**config.mk**
```make
export PLATFORM = sky130hd
export DESIGN_NAME = lsu_mem_access_unit
export DESIGN_NICKNAME = d
export VERILOG_FILES = /design/src/rtl/lsu_mem_access_unit_pkg.sv /design/src/rtl/lsu_mem_access_unit_lane_align.sv /design/src/rtl/lsu_mem_access_unit.sv
export SDC_FILE = /design/constraint.sdc
export NUM_CORES = 1
export LEC_CHECK = 0
export CAP_MARGIN = 20
export CORE_UTILIZATION = 31
export CTS_CLUSTER_SIZE = 25
export DETAILED_ROUTE_END_ITERATION = 8
export GPL_TIMING_DRIVEN = 1
export PLACE_DENSITY = 0.61
export SKIP_LAST_GASP = 1
export SYNTH_ARGS = -nofsm -noshare
export SYNTH_HDL_FRONTEND = slang
export SYNTH_SLANG_ARGS = --single-unit
```
**constraint.sdc**
```tcl
create_clock -name clk -period 5.5 [get_ports clk]
set_input_delay 1.1 -clock clk [delete_from_list [all_inputs] [get_ports clk]]
set_output_delay 1.1 -clock clk [all_outputs]
set_load 0.005 [all_outputs]
```
**src/rtl/lsu_mem_access_unit_pkg.sv**
```systemverilog
// Shared ISA/LSU types: funct3 encodings, access sizes, LSU FSM states and decode helpers.
package lsu_mem_access_unit_pkg;

  localparam int LSU_BUS_BYTES = 4;

  typedef enum logic [2:0] {
    F3_LB  = 3'b000,
    F3_LH  = 3'b001,
    F3_LW  = 3'b010,
    F3_LBU = 3'b100,
    F3_LHU = 3'b101
  } i_function3_e;

  typedef enum logic [2:0] {
    F3_SB = 3'b000,
    F3_SH = 3'b001,
    F3_SW = 3'b010
  } s_function3_e;

  typedef enum logic [1:0] {
    MEM_BYTE = 2'b00,
    MEM_HALF = 2'b01,
    MEM_WORD = 2'b10
  } mem_access_type_e;

  typedef enum logic [1:0] {
    LSU_IDLE,
    LSU_ISSUE,
    LSU_WAIT,
    LSU_RESP
  } lsu_state_e;

  function automatic logic [LSU_BUS_BYTES-1:0] lsu_size_mask(input mem_access_type_e size);
    case (size)
      MEM_BYTE: return 4'b0001;
      MEM_HALF: return 4'b0011;
      default:  return 4'b1111;
    endcase
  endfunction

  function automatic logic lsu_illegal(input logic store, input logic [2:0] f3);
    if (store) return f3[2] || (f3[1:0] == 2'b11);
    return !(f3 inside {F3_LB, F3_LH, F3_LW, F3_LBU, F3_LHU});
  endfunction

  // A half at offset 1 stays inside one word, so only offset 3 crosses.
  function automatic logic lsu_misaligned(input mem_access_type_e size, input logic [1:0] off);
    return ((size == MEM_HALF) && (off == 2'd3)) || ((size == MEM_WORD) && (off != 2'd0));
  endfunction

endpackage

```
**src/rtl/lsu_mem_access_unit_lane_align.sv**
```systemverilog
// Combinational byte-lane steering: store shift/strobes for both beats, load merge and extension.
module lsu_mem_access_unit_lane_align
  import lsu_mem_access_unit_pkg::*;
(
  input  mem_access_type_e size,
  input  logic             uns,
  input  logic [1:0]       off,
  input  logic [31:0]      wdata,
  input  logic [31:0]      rdata0,
  input  logic [31:0]      rdata1,
  output logic [3:0]       wstrb0,
  output logic [3:0]       wstrb1,
  output logic [31:0]      wdata0,
  output logic [31:0]      wdata1,
  output logic [31:0]      ldata
);

  logic [7:0]  strb_wide;
  logic [63:0] wdata_wide;
  logic [31:0] rshift;

  // Shifting into a double-width vector yields beat0 in the low half and beat1 in the high half.
  always_comb begin
    strb_wide  = {4'b0000, lsu_size_mask(size)} << off;
    wdata_wide = {32'h0, wdata} << {off, 3'b000};
    rshift     = 32'({rdata1, rdata0} >> {off, 3'b000});
    wstrb0     = strb_wide[3:0];
    wstrb1     = strb_wide[7:4];
    wdata0     = wdata_wide[31:0];
    wdata1     = wdata_wide[63:32];
    case (size)
      MEM_BYTE: ldata = uns ? {24'h0, rshift[7:0]}  : {{24{rshift[7]}}, rshift[7:0]};
      MEM_HALF: ldata = uns ? {16'h0, rshift[15:0]} : {{16{rshift[15]}}, rshift[15:0]};
      default:  ldata = rshift;
    endcase
  end

endmodule

```
**src/rtl/lsu_mem_access_unit.sv**
```systemverilog
// Load/store unit: request latch, bus beat FSM with watchdog, response generation.
// Build option: LSU_MISALIGNED_SPLIT_EN splits misaligned accesses into two aligned beats.
module lsu_mem_access_unit
  import lsu_mem_access_unit_pkg::*;
#(
  parameter int ADDR_W         = 32,
  parameter int TIMEOUT_CYCLES = 64
)(
  input  logic              clk,
  input  logic              rst_n,
  input  logic              req_valid,
  output logic              req_ready,
  input  logic              req_store,
  input  logic [2:0]        req_funct3,
  input  logic [ADDR_W-1:0] req_addr,
  input  logic [31:0]       req_wdata,
  output logic              resp_valid,
  output logic [31:0]       resp_data,
  output logic              resp_err,
  output logic              bus_valid,
  input  logic              bus_ready,
  output logic              bus_we,
  output logic [ADDR_W-1:0] bus_addr,
  output logic [31:0]       bus_wdata,
  output logic [3:0]        bus_wstrb,
  input  logic              bus_rvalid,
  input  logic [31:0]       bus_rdata,
  input  logic              bus_err
);

`ifdef LSU_MISALIGNED_SPLIT_EN
  localparam logic SPLIT_EN = 1'b1;
`else
  localparam logic SPLIT_EN = 1'b0;
`endif

  localparam int CNT_W = (TIMEOUT_CYCLES > 1) ? $clog2(TIMEOUT_CYCLES) : 1;
  localparam logic [CNT_W-1:0] CNT_LAST = CNT_W'(TIMEOUT_CYCLES - 1);

  lsu_state_e        state;
  mem_access_type_e  size_q;
  logic              uns_q;
  logic [1:0]        off_q;
  logic [31:0]       wdata_q;
  logic [ADDR_W-1:0] base_q;
  logic              split_q;
  logic              beat_q;
  logic [31:0]       rdata0_q;
  logic [CNT_W-1:0]  cnt;

  mem_access_type_e  req_size;
  logic              req_bad;
  logic              req_mis;
  mem_access_type_e  al_size;
  logic              al_uns;
  logic [1:0]        al_off;
  logic [31:0]       al_wdata;
  logic [31:0]       al_rdata0;
  logic [31:0]       al_rdata1;
  logic [3:0]        al_wstrb0;
  logic [3:0]        al_wstrb1;
  logic [31:0]       al_wdata0;
  logic [31:0]       al_wdata1;
  logic [31:0]       al_ldata;
  logic              beat_done;
  logic              timeout;

  always_comb begin
    req_size = mem_access_type_e'(req_funct3[1:0]);
    req_bad  = lsu_illegal(req_store, req_funct3);
    req_mis  = lsu_misaligned(req_size, req_addr[1:0]);
  end

  // In IDLE the aligner sees the incoming request so beat0 can be registered on accept.
  always_comb begin
    if (state == LSU_IDLE) begin
      al_size  = req_size;
      al_uns   = req_funct3[2];
      al_off   = req_addr[1:0];
      al_wdata = req_wdata;
    end else begin
      al_size  = size_q;
      al_uns   = uns_q;
      al_off   = off_q;
      al_wdata = wdata_q;
    end
    al_rdata0 = split_q ? rdata0_q : bus_rdata;
    al_rdata1 = split_q ? bus_rdata : 32'h0;
  end

  lsu_mem_access_unit_lane_align u_align (
    .size   (al_size),
    .uns    (al_uns),
    .off    (al_off),
    .wdata  (al_wdata),
    .rdata0 (al_rdata0),
    .rdata1 (al_rdata1),
    .wstrb0 (al_wstrb0),
    .wstrb1 (al_wstrb1),
    .wdata0 (al_wdata0),
    .wdata1 (al_wdata1),
    .ldata  (al_ldata)
  );

  always_comb begin
    beat_done = ((state == LSU_ISSUE) && bus_ready && bus_rvalid) ||
                ((state == LSU_WAIT) && bus_rvalid);
    timeout   = (TIMEOUT_CYCLES != 0) && (state == LSU_WAIT) && !bus_rvalid && (cnt == CNT_LAST);
  end

  always_ff @(posedge clk or negedge rst_n) begin
    if (!rst_n) begin
      state      <= LSU_IDLE;
      req_ready  <= 1'b1;
      resp_valid <= 1'b0;
      resp_data  <= '0;
      resp_err   <= 1'b0;
      bus_valid  <= 1'b0;
      bus_we     <= 1'b0;
      bus_addr   <= '0;
      bus_wdata  <= '0;
      bus_wstrb  <= '0;
      size_q     <= MEM_BYTE;
      uns_q      <= 1'b0;
      off_q      <= '0;
      wdata_q    <= '0;
      base_q     <= '0;
      split_q    <= 1'b0;
      beat_q     <= 1'b0;
      rdata0_q   <= '0;
      cnt        <= '0;
    end else begin
      case (state)
        LSU_IDLE: begin
          if (req_valid) begin
            req_ready <= 1'b0;
            size_q    <= req_size;
            uns_q     <= req_funct3[2];
            off_q     <= req_addr[1:0];
            wdata_q   <= req_wdata;
            base_q    <= {req_addr[ADDR_W-1:2], 2'b00};
            split_q   <= SPLIT_EN && req_mis;
            beat_q    <= 1'b0;
            if (req_bad || (req_mis && !SPLIT_EN)) begin
              state      <= LSU_RESP;
              resp_valid <= 1'b1;
              resp_err   <= 1'b1;
              resp_data  <= '0;
            end else begin
              state     <= LSU_ISSUE;
              bus_valid <= 1'b1;
              bus_we    <= req_store;
              bus_addr  <= {req_addr[ADDR_W-1:2], 2'b00};
              bus_wstrb <= req_store ? al_wstrb0 : 4'b0000;
              bus_wdata <= req_store ? al_wdata0 : 32'h0;
            end
          end
        end
        LSU_ISSUE, LSU_WAIT: begin
          if ((state == LSU_ISSUE) && bus_ready) bus_valid <= 1'b0;
          if (beat_done) begin
            if (bus_err) begin
              state      <= LSU_RESP;
              resp_valid <= 1'b1;
              resp_err   <= 1'b1;
              resp_data  <= '0;
              bus_we     <= 1'b0;
              bus_wstrb  <= '0;
            end else if (split_q && !beat_q) begin
              state     <= LSU_ISSUE;
              beat_q    <= 1'b1;
              rdata0_q  <= bus_rdata;
              bus_valid <= 1'b1;
              bus_addr  <= base_q + ADDR_W'(LSU_BUS_BYTES);
              bus_wstrb <= bus_we ? al_wstrb1 : 4'b0000;
              bus_wdata <= bus_we ? al_wdata1 : 32'h0;
            end else begin
              state      <= LSU_RESP;
              resp_valid <= 1'b1;
              resp_err   <= 1'b0;
              resp_data  <= bus_we ? 32'h0 : al_ldata;
              bus_we     <= 1'b0;
              bus_wstrb  <= '0;
            end
          end else if (timeout) begin
            state      <= LSU_RESP;
            resp_valid <= 1'b1;
            resp_err   <= 1'b1;
            resp_data  <= '0;
            bus_we     <= 1'b0;
            bus_wstrb  <= '0;
          end else if (state == LSU_ISSUE) begin
            if (bus_ready) begin
              state <= LSU_WAIT;
              cnt   <= '0;
            end
          end else begin
            cnt <= cnt + 1'b1;
          end
        end
        default: begin
          state      <= LSU_IDLE;
          req_ready  <= 1'b1;
          resp_valid <= 1'b0;
          resp_err   <= 1'b0;
          resp_data  <= '0;
        end
      endcase
    end
  end

endmodule

```
==> metrics, run 1 <==
top-count cell post-synth dfrtp_1; Worst VDD drop ~0.00031 V; Post-Route WL 22.63 mm; vias in the first global route 6406; dpl cell area 0.009995 mm^2; Multi-input gate area roughly 0.0037 mm^2; routability cong. between 0.8 and 0.9; design area 0.01057 mm^2; Die Y 159.2 um; H-Tree Depth 4; Yosys warning total 0; Pins Over Slew Limit 0; I/O Buffers roughly 210; multiplexer share of the synthesized area between 15 and 20%; Max clock buf depth 2; static leakage approximately 4.3 nW; CP endpoint kind flop; initial antenna violation count 2; routed len/inst between 15 and 20 um; kind of critical path reg -> reg; RSZ-0062 raised after global routing false; total power 5.823 mW; clock root cell clkbuf_16; storage element area 0.003705 mm^2; Fmax approximately 280 MHz; TritonCTS buffer count 17; Tmin final between 3000 and 4000 ps; CP cell instances inv_1, ha_2, clkinv_1, o31ai_2, a21oi_1, o31ai_1; pre-CTS WS around 1600 ps; simple-gate area share of the yosys netlist between 10 and 15%; sequential share of the synthesized area between 40% and 50%; XOR/XNOR Fraction of Synth Area 0%; CP max stage cell o31ai_2; DR vias/cell 5.052; area delta synth->final 37.95%; Final nets 1033; commonest register cell after synthesis dfrtp_1; max incr delay on CP 930 ps; Setup TNS Final 0 ps; Synth Area in Adders 1.143%; post-synth top area share roughly half; Avg Cell Area, Syn between 10 and 15 um^2; FILL cells 2345; I/O pins between 200 and 250; Worst Setup Slack, final about 1900 ps; drt pass-1 iters 6; layout cells sized above 1 between 15 and 20%; Synth cell types 54; # clock sinks ~150; largest net degree at the start of global routing 93; post-synth top area cell dfrtp_1; post-synthesis instance area around 0.0077 mm^2; TritonCTS clock tree yes; clk_skew about 17 ps; global-route wire length before repair approximately 36 mm; top cells by area, synth dfrtp_1 (48%), mux2_2 (13%), nand2_1 (5.2%), mux2i_1 (4.0%), o21ai_0 (3.3%); FP Rows between 50 and 60; Clock transition at path regs approximately 70 ps; Setup Buffers After CTS 0; gr ovfl total 0; Final HPWL DP between 15 and 20 mm; synth cell count leaders dfrtp_1 (147), nand2_1 (106), mux2_2 (86); Final Hold Viols 0; clk_lat worst skew between 400 and 500 ps; Pwr per Cell Area 550.9 mW/mm^2; slew margin rel. between 20% and 30%; Core Footprint 0.02425 mm^2; Synth Area in Compound Gates between 10% and 20%; drt first-iter violations between 300 and 400; initial core utilization between 30% and 40%; status complete, no violations; Worst EP required slightly below 6000 ps; Post-synth EDFFs 0; die area approximately 0.025 mm^2; crit start category flop; post-synthesis register bit count ~150; Gate Count Post-Synth 738; number of vias in the routed layout 6361; post-cts resize count 0; max cap viols 0; Die X 159.2 um; fin crit share between 60% and 70%; total track usage between 10% and 20%; largest family of logic cells by synthesized area compound AO/OA/AOI/OAI gates; crit-path max FO 37; # hold bufs at CTS 0; share of async-settable or async-resettable flops after synthesis 100.0%; Arr. time, crit path a little under 4000 ps; HP Class reg -> reg; post-route ant nets 0; setup violators final 0; Worst Tran Pin Value 1066 ps; DRC 0
-- placed cells by master (no fill, tap or decap), types with 3 or more instances in the layout --
master	count
clkdlybuf4s50_1	206
dfrtp_1	147
nand2_1	106
mux2_2	86
o21ai_0	50
a21oi_1	33
a211oi_1	33
mux2i_1	29
nor2b_1	28
o31ai_1	26
nor2_1	23
clkbuf_16	17
inv_1	13
a22o_1	10
buf_4	10
a31oi_1	9
o41ai_1	9
nor3_1	8
a221oi_1	7
nand4_1	6
ha_1	6
a32oi_1	5
inv_6	5
o22ai_1	4
nand2b_1	3
and2_1	3
clkinv_4	3
clkinv_2	3
-- registers in the layout, summed over array words and instances (netlist names) --
name        count
state           2
uns_q           1
off_q           2
bus_valid       1
req_ready       1
wdata_q        32
bus_wstrb       4
bus_wdata      32
cnt             6
bus_addr       30
bus_we          1
resp_valid      1
resp_err        1
resp_data      32
size_q          2
-- path summary, 6_finish.rpt --
path / start / end / slack, ps / cells after the start
max in group asynchronous: rst_n / resp_data[31] / 3780 / 2
min in group asynchronous: rst_n / wdata_q[26] / 690 / 1
worst max register to register: state[0] / resp_data[30] / 1910 / 6
worst min-delay path: bus_wdata[19] / bus_wdata[19] / 470 / 2
worst min register to register: bus_wdata[19] / bus_wdata[19] / 470 / 2
worst max-delay path: state[0] / resp_data[30] / 1910 / 6
-- power breakdown --
| part | switching, mW | total, mW | internal (mW) | leakage (nW) |
|---|---|---|---|---|
| Sequential | 0.264 | 1.79 | 1.53 | 1.90 |
| Combinational | 1.49 | 2.89 | 1.40 | 2.15 |
| Clock | 0.503 | 1.14 | 0.635 | 0.283 |
-- cells by family after synthesis --
kind of cell             Yosys count
other                              1
flip-flops                       148
buffers and inverters             70
adder cells (fa/ha/maj)            7
AND/OR/NAND/NOR                  187
multiplexers                     117
AO/OA/AOI/OAI                    208
-- critical path: cells and delay by family (launching register included) --
kind                     cells  cell delay, ps
buffers and inverters        2             880
adder cells (fa/ha/maj)      1             810
AO/OA/AOI/OAI                3            1350
flip-flops                   1             430
-- cell type report --
| type | count | area share, % |
|---|---|---|
| multi-input cells | 521 | 34.80 |
| inverters | 14 | 0.4972 |
| clock inverters | 15 | 1.373 |
| flip-flops and latches | 148 | 35.05 |
| diodes | 2 | 0.04735 |
| clock buffers | 17 | 4.025 |
| repair buffers | 218 | 20.37 |
| well taps | 324 | 3.835 |
-- routing by layer --
| layer | track usage [%] | wire length (um) |
|---|---|---|
| met2 | 27.51 | 10300 |
| met3 | 4.663 | 1402 |
| met1 | 25.04 | 10520 |
| met5 | 0 | 0 |
| met4 | 6.163 | 403 |
-- per-stage QoR --
stage          util (%)  instances  hold slack, ps
6_report          43.59       1259           473.1
3_3_place_gp      41.22       1225           459.5
4_1_cts           43.57       1257           478.9
2_1_floorplan         -        739           444.5
5_1_grt           43.58       1258           495.6
3_5_place_dp      41.22       1225           465.0
Note: power is estimated with default switching activity, not from simulation.
==> inputs of run 2 (changes only) <==
--- a/config.mk
+++ b/config.mk
@@ -10,7 +10,7 @@
 export CTS_CLUSTER_SIZE = 25
 export DETAILED_ROUTE_END_ITERATION = 8
 export GPL_TIMING_DRIVEN = 1
-export PLACE_DENSITY = 0.61
+export PLACE_DENSITY = 0.63
 export SKIP_LAST_GASP = 1
 export SYNTH_ARGS = -nofsm -noshare
 export SYNTH_HDL_FRONTEND = slang
==> constraint.sdc (replaced) <==
create_clock -name clk -period 3.27 [get_ports clk]
set_input_delay 0.654 -clock clk [delete_from_list [all_inputs] [get_ports clk]]
set_output_delay 0.654 -clock clk [all_outputs]
set_load 0.005 [all_outputs]
==> metrics, run 2 (synthesis gave the netlist of run 1 again) <==
slew margin rel. 48.17% (was 27.82%); # hold bufs at CTS 0 (unchanged); Post-Route WL 23.10 mm (was 22.63 mm); Worst VDD drop 0.0004299 V (was 0.0003092 V); CP delay by family, top compound AO/OA/AOI/OAI gates (unchanged); status complete, no violations (unchanged); number of cells on the critical path 8 (was 6); Final nets 1046 (was 1033); I/O pins 211 (unchanged); largest net degree at the start of global routing 67 (was 93); DR vias/cell 5.070 (was 5.052); fin util 44.25% (was 43.59%); TritonCTS clock tree yes (unchanged); fin crit share 86.16% (was 65.18%); commonest cells after routing, fill and taps aside clkdlybuf4s50_1 (206), dfrtp_1 (147), nand2_1 (106) (unchanged); I/O Buffers 208 (unchanged); number of vias in the routed layout 6439 (was 6361); Arr. time, crit path 3140 ps (was 3910 ps); routed len/inst 18.19 um (was 17.97 um); CP max stage cell mux2i_4 (was o31ai_2); Setup Buffers After CTS 0 (unchanged); clock root cell clkbuf_16 (unchanged); commonest non-fill, non-tap cell in the layout clkdlybuf4s50_1 (unchanged); Fmax 354.9 MHz (was 278.9 MHz); H-Tree Depth 4 (unchanged); global-route wire length before repair 37.32 mm (was 36.05 mm); RSZ-0062 raised after global routing false (unchanged); post-route ant nets 0 (unchanged); die area 0.02535 mm^2 (unchanged); HP Class in -> async (was reg -> reg); vias in the first global route 6467 (was 6406); Max clock buf depth 2 (unchanged); initial core utilization 31.60% (unchanged); DRC 0 (unchanged); total track usage 18.74% (was 18.13%); Flop pwr share 29.9% (was 30.7%); Clock transition at path regs 60 ps (was 70 ps); Worst Tran Pin Value 777.5 ps (was 1066 ps); initial antenna violation count 1 (was 2); clk_lat worst skew 420 ps (was 430 ps); number of instances in the placed design 1238 (was 1225); FP Rows 57 (unchanged); Pins Over Slew Limit 0 (unchanged); Die X 159.2 um (unchanged); Final HPWL DP 16.79 mm (was 16.26 mm); gr ovfl total 0 (unchanged); # clock sinks 148 (unchanged); drt pass-1 iters 7 (was 6); routability cong. 0.8472 (was 0.8179); crit start category flop (unchanged); Final Hold Viols 0 (unchanged); setup violators final 0 (unchanged); static leakage 4.420 nW (was 4.335 nW); Die Y 159.2 um (unchanged); Worst EP required 3590 ps (was 5830 ps); Worst R2R Setup Slack 450 ps (was 1910 ps); Pint 6.254 mW (was 3.562 mW); Buffers & Inverters on Critical Path 2 (unchanged); Tmin final 2818 ps (was 3585 ps); leading registers by flop count bus_wdata (32), resp_data (32), wdata_q (32) (unchanged); Comb pwr share 50.1% (was 49.7%); max cap viols 0 (unchanged); crit-path max FO 55 (was 37); R2R depth 8 (was 6); Switching Share 38.07% (was 38.82%); Setup TNS Final 0 ps (unchanged); NetSw 3.845 mW (was 2.261 mW); area delta synth->final 40.04% (was 37.95%); clock power share 20.0% (was 19.5%); CP endpoint kind flop (unchanged); max incr delay on CP 690 ps (was 930 ps); clk_skew 7.900 ps (was 17.09 ps); drt first-iter violations 430 (was 373); fin cells 1270 (was 1259); final hold slack 170.8 ps (was 473.1 ps); Core Footprint 0.02425 mm^2 (unchanged); CP cell instances inv_1, ha_2, buf_12, mux2i_4, o2111ai_1, o211ai_1, a21oi_2, o31ai_1 (was inv_1, ha_2, clkinv_1, o31ai_2, a21oi_1, o31ai_1); Pwr per Cell Area 941.1 mW/mm^2 (was 550.9 mW/mm^2); post-cts resize count 0 (unchanged); TritonCTS buffer count 17 (unchanged); kind of critical path reg -> reg (unchanged); layout cells sized above 1 16.19% (was 15.33%)
run 2: final timing paths:
check / from / endpoint
worst max register to register: state[0] / resp_data[24]
worst min-delay path: rst_n / wdata_q[26]
min in group clk: bus_wdata[20] / bus_wdata[20]
max in group asynchronous: rst_n / bus_wdata[20]
worst min register to register: bus_wdata[20] / bus_wdata[20]
worst max-delay path: state[0] / resp_data[24]
run 2: worst register-to-register path: cells and delay by family (launching register included):
| family | cells | cell delay [ps] |
|---|---|---|
| AOI/OAI and AO/OA | 4 | 870 |
| muxes | 1 | 700 |
| DFF | 1 | 430 |
| buffers and inverters | 2 | 430 |
| adders and majority gates | 1 | 290 |
run 2: power groups by stage:
stage	Clock [mW]	Sequential, mW	Combinational (mW)
finish	2.02	3.02	5.06
global route	2.15	3.12	5.53
CTS	2.07	3.02	5.06
detailed placement	0	3.06	5.05
global placement	0	3.03	5.00
floorplan	0	2.99	2.93
run 2: cell type report:
cell class                 instances  area, um^2
tap                              324       405.4
antenna                            1       2.502
fill                            2353       13520
timing repair buffer             231        2288
sequential                       148        3705
inverter                          14       52.55
clock buffer                      20       446.7
clock inverter                    11       151.4
multi-input combinational        521        3679
run 2: per-layer routing:
metal  share of wire, %  global-route usage (%)
met1                 47                   26.38
met5                  0                       0
met2                 46                   28.53
met3                6.0                   4.194
met4                1.5                   5.944
run 2: stage by stage:
stage	worst slack [ps]	total power [mW]	instance area (um^2)
2_1_floorplan	975.8	5.920	7666
3_3_place_gp	307.9	8.038	10130
3_5_place_dp	187.9	8.105	10130
4_1_cts	436.4	10.16	10730
5_1_grt	213.7	10.81	10730
6_report	452.5	10.10	10730
==> inputs of run 3 (changes only) <==
--- a/config.mk
+++ b/config.mk
@@ -6,6 +6,7 @@
 export NUM_CORES = 1
 export LEC_CHECK = 0
 export CAP_MARGIN = 20
+export CORE_ASPECT_RATIO = 2
 export CORE_UTILIZATION = 31
 export CTS_CLUSTER_SIZE = 25
 export DETAILED_ROUTE_END_ITERATION = 8
==> metrics, run 3 (synthesis gave the netlist of run 1 again) <==
slew margin rel. 49.76% (was 48.17%); Tmin final 2881 ps (was 2818 ps); Pwr per Cell Area 938.7 mW/mm^2 (was 941.1 mW/mm^2); Worst Tran Pin Value 753.5 ps (was 777.5 ps); total track usage 18.66% (was 18.74%); setup violators final 0 (unchanged); vias in the first global route 6606 (was 6467); initial core utilization 31.50% (was 31.60%); post-cts resize count 0 (unchanged); Worst R2R Setup Slack 390 ps (was 450 ps); FP Rows 81 (was 57); static leakage 4.435 nW (was 4.420 nW); number of vias in the routed layout 6440 (was 6439); clock root cell clkbuf_16 (unchanged); Pins Over Slew Limit 0 (unchanged); R2R depth 7 (was 8); FF-to-FF End resp_data[29] (was resp_data[24]); fin crit share 88.10% (was 86.16%); max cap viols 0 (unchanged); Worst VDD drop 0.0004461 V (was 0.0004299 V); FILL cells 2303 (was 2353); area delta synth->final 39.86% (was 40.04%); Comb pwr share 50.2% (was 50.1%); global-route wire length before repair 36.11 mm (was 37.32 mm); Clock transition at path regs 70 ps (was 60 ps); # clock sinks 148 (unchanged); Core Footprint 0.02432 mm^2 (was 0.02425 mm^2); routability cong. 0.8415 (was 0.8472); Post-Route WL 22.79 mm (was 23.10 mm); DRC 0 (unchanged); Switching Share 37.62% (was 38.07%); clk_skew 12.12 ps (was 7.900 ps); Max clock buf depth 2 (unchanged); storage element area 0.003705 mm^2 (unchanged); RSZ-0062 raised after global routing false (unchanged); kind of critical path reg -> reg (unchanged); Flop pwr share 30.0% (was 29.9%); I/O pins 211 (unchanged); # hold bufs at CTS 0 (unchanged); leading registers by flop count bus_wdata (32), resp_data (32), wdata_q (32) (unchanged); post-route ant nets 0 (unchanged); Setup TNS Final 0 ps (unchanged); status complete, no violations (unchanged); crit start category flop (unchanged); Reg2Reg Launch Point state[0] (unchanged); drt first-iter violations 467 (was 430); crit-path max FO 20 (was 55); Die X 113.2 um (was 159.2 um); Worst EP required 3560 ps (was 3590 ps); DR vias/cell 5.189 (was 5.070); clock power share 19.7% (was 20.0%); NetSw 3.785 mW (was 3.845 mW); HP Class in -> async (unchanged); commonest non-fill, non-tap cell in the layout clkdlybuf4s50_1 (unchanged); Final Hold Viols 0 (unchanged); largest net degree at the start of global routing 93 (was 67); drt pass-1 iters 4 (was 7); fin cells 1241 (was 1270); Worst Setup Slack, final 389.2 ps (was 452.5 ps); Final nets 1051 (was 1046); fin util 44.06% (was 44.25%); H-Tree Depth 4 (unchanged); Multi-input gate area 0.003679 mm^2 (unchanged); commonest cells after routing, fill and taps aside clkdlybuf4s50_1 (206), dfrtp_1 (147), nand2_1 (106) (unchanged); layout cells sized above 1 16.82% (was 16.19%); Antenna diodes 0 (was 1); die area 0.02539 mm^2 (was 0.02535 mm^2); Fmax 347.1 MHz (was 354.9 MHz); Final HPWL DP 17.07 mm (was 16.79 mm); initial antenna violation count 0 (was 1); pre-CTS WS 267.7 ps (was 187.9 ps); TritonCTS buffer count 17 (unchanged); number of instances in the placed design 1209 (was 1238); Die Y 224.3 um (was 159.2 um); TritonCTS clock tree yes (unchanged); routed len/inst 18.36 um (was 18.19 um); I/O Buffers 208 (unchanged); Pint 6.274 mW (was 6.254 mW); Arr. time, crit path 3170 ps (was 3140 ps); CP endpoint kind flop (unchanged); Setup Buffers After CTS 0 (unchanged); gr ovfl total 0 (unchanged); clk_lat worst skew 440 ps (was 420 ps)
run 3: cell count changes in the layout (fill, tap and decap cells not counted):
cell	change
clkbuf_8	-1
diode_2	-1
clkbuf_1	-1
clkinvlp_4	+3
buf_4	+5
inv_6	-3
clkinv_2	+3
run 3: area by class of cell:
type	instances	share of cell area (%)
flip-flops and latches	148	34.57
repair buffers	236	21.70
clock inverters	14	1.518
inverters	14	0.4904
multi-input cells	521	34.33
clock buffers	18	4.005
well taps	290	3.386
run 3: worst max-delay path: stages, from the launching register on:
cell and delay, ps:
dfrtp_1 430, inv_1 130, ha_2 390, mux2_2 550
mux2i_1 280, a22oi_2 130, a21oi_2 620, o31ai_1 190
run 3: metrics by stage:
| step | power, mW | hold WS (ps) | cell area, um^2 |
|---|---|---|---|
| after floorplan | 5.920 | 358.4 | 7666 |
| after global placement | 8.032 | 459.9 | 10120 |
| after detailed placement | 8.116 | 459.7 | 10120 |
| after CTS | 10.16 | 120.1 | 10720 |
| after global routing | 10.77 | 147.4 | 10720 |
| final | 10.06 | 117.3 | 10720 |
run 3: worst max path at each step:
stage                   from       endpoint  depth (start not counted)
4_1_cts             state[0]  resp_data[29]                          7
2_1_floorplan       state[0]  resp_data[21]                          9
3_5_place_dp   req_funct3[0]   bus_wdata[8]                          6
5_1_grt             state[0]  resp_data[29]                          7
3_3_place_gp     req_addr[1]  resp_data[29]                          7
6_report            state[0]  resp_data[29]                          7
run 3: power groups by stage:
stage,registers (mW),clock network (mW),logic (mW)
floorplan,2.99,0,2.93
global placement,3.01,0,5.02
detailed placement,3.05,0,5.06
CTS,3.02,2.05,5.09
global route,3.11,2.13,5.53
finish,3.02,1.99,5.05
run 3: layer usage:
layer	wire, um	GRT usage, %
met5	0	0
met4	1128	11.76
met3	1235	4.042
met2	11820	32.69
met1	8606	20.19
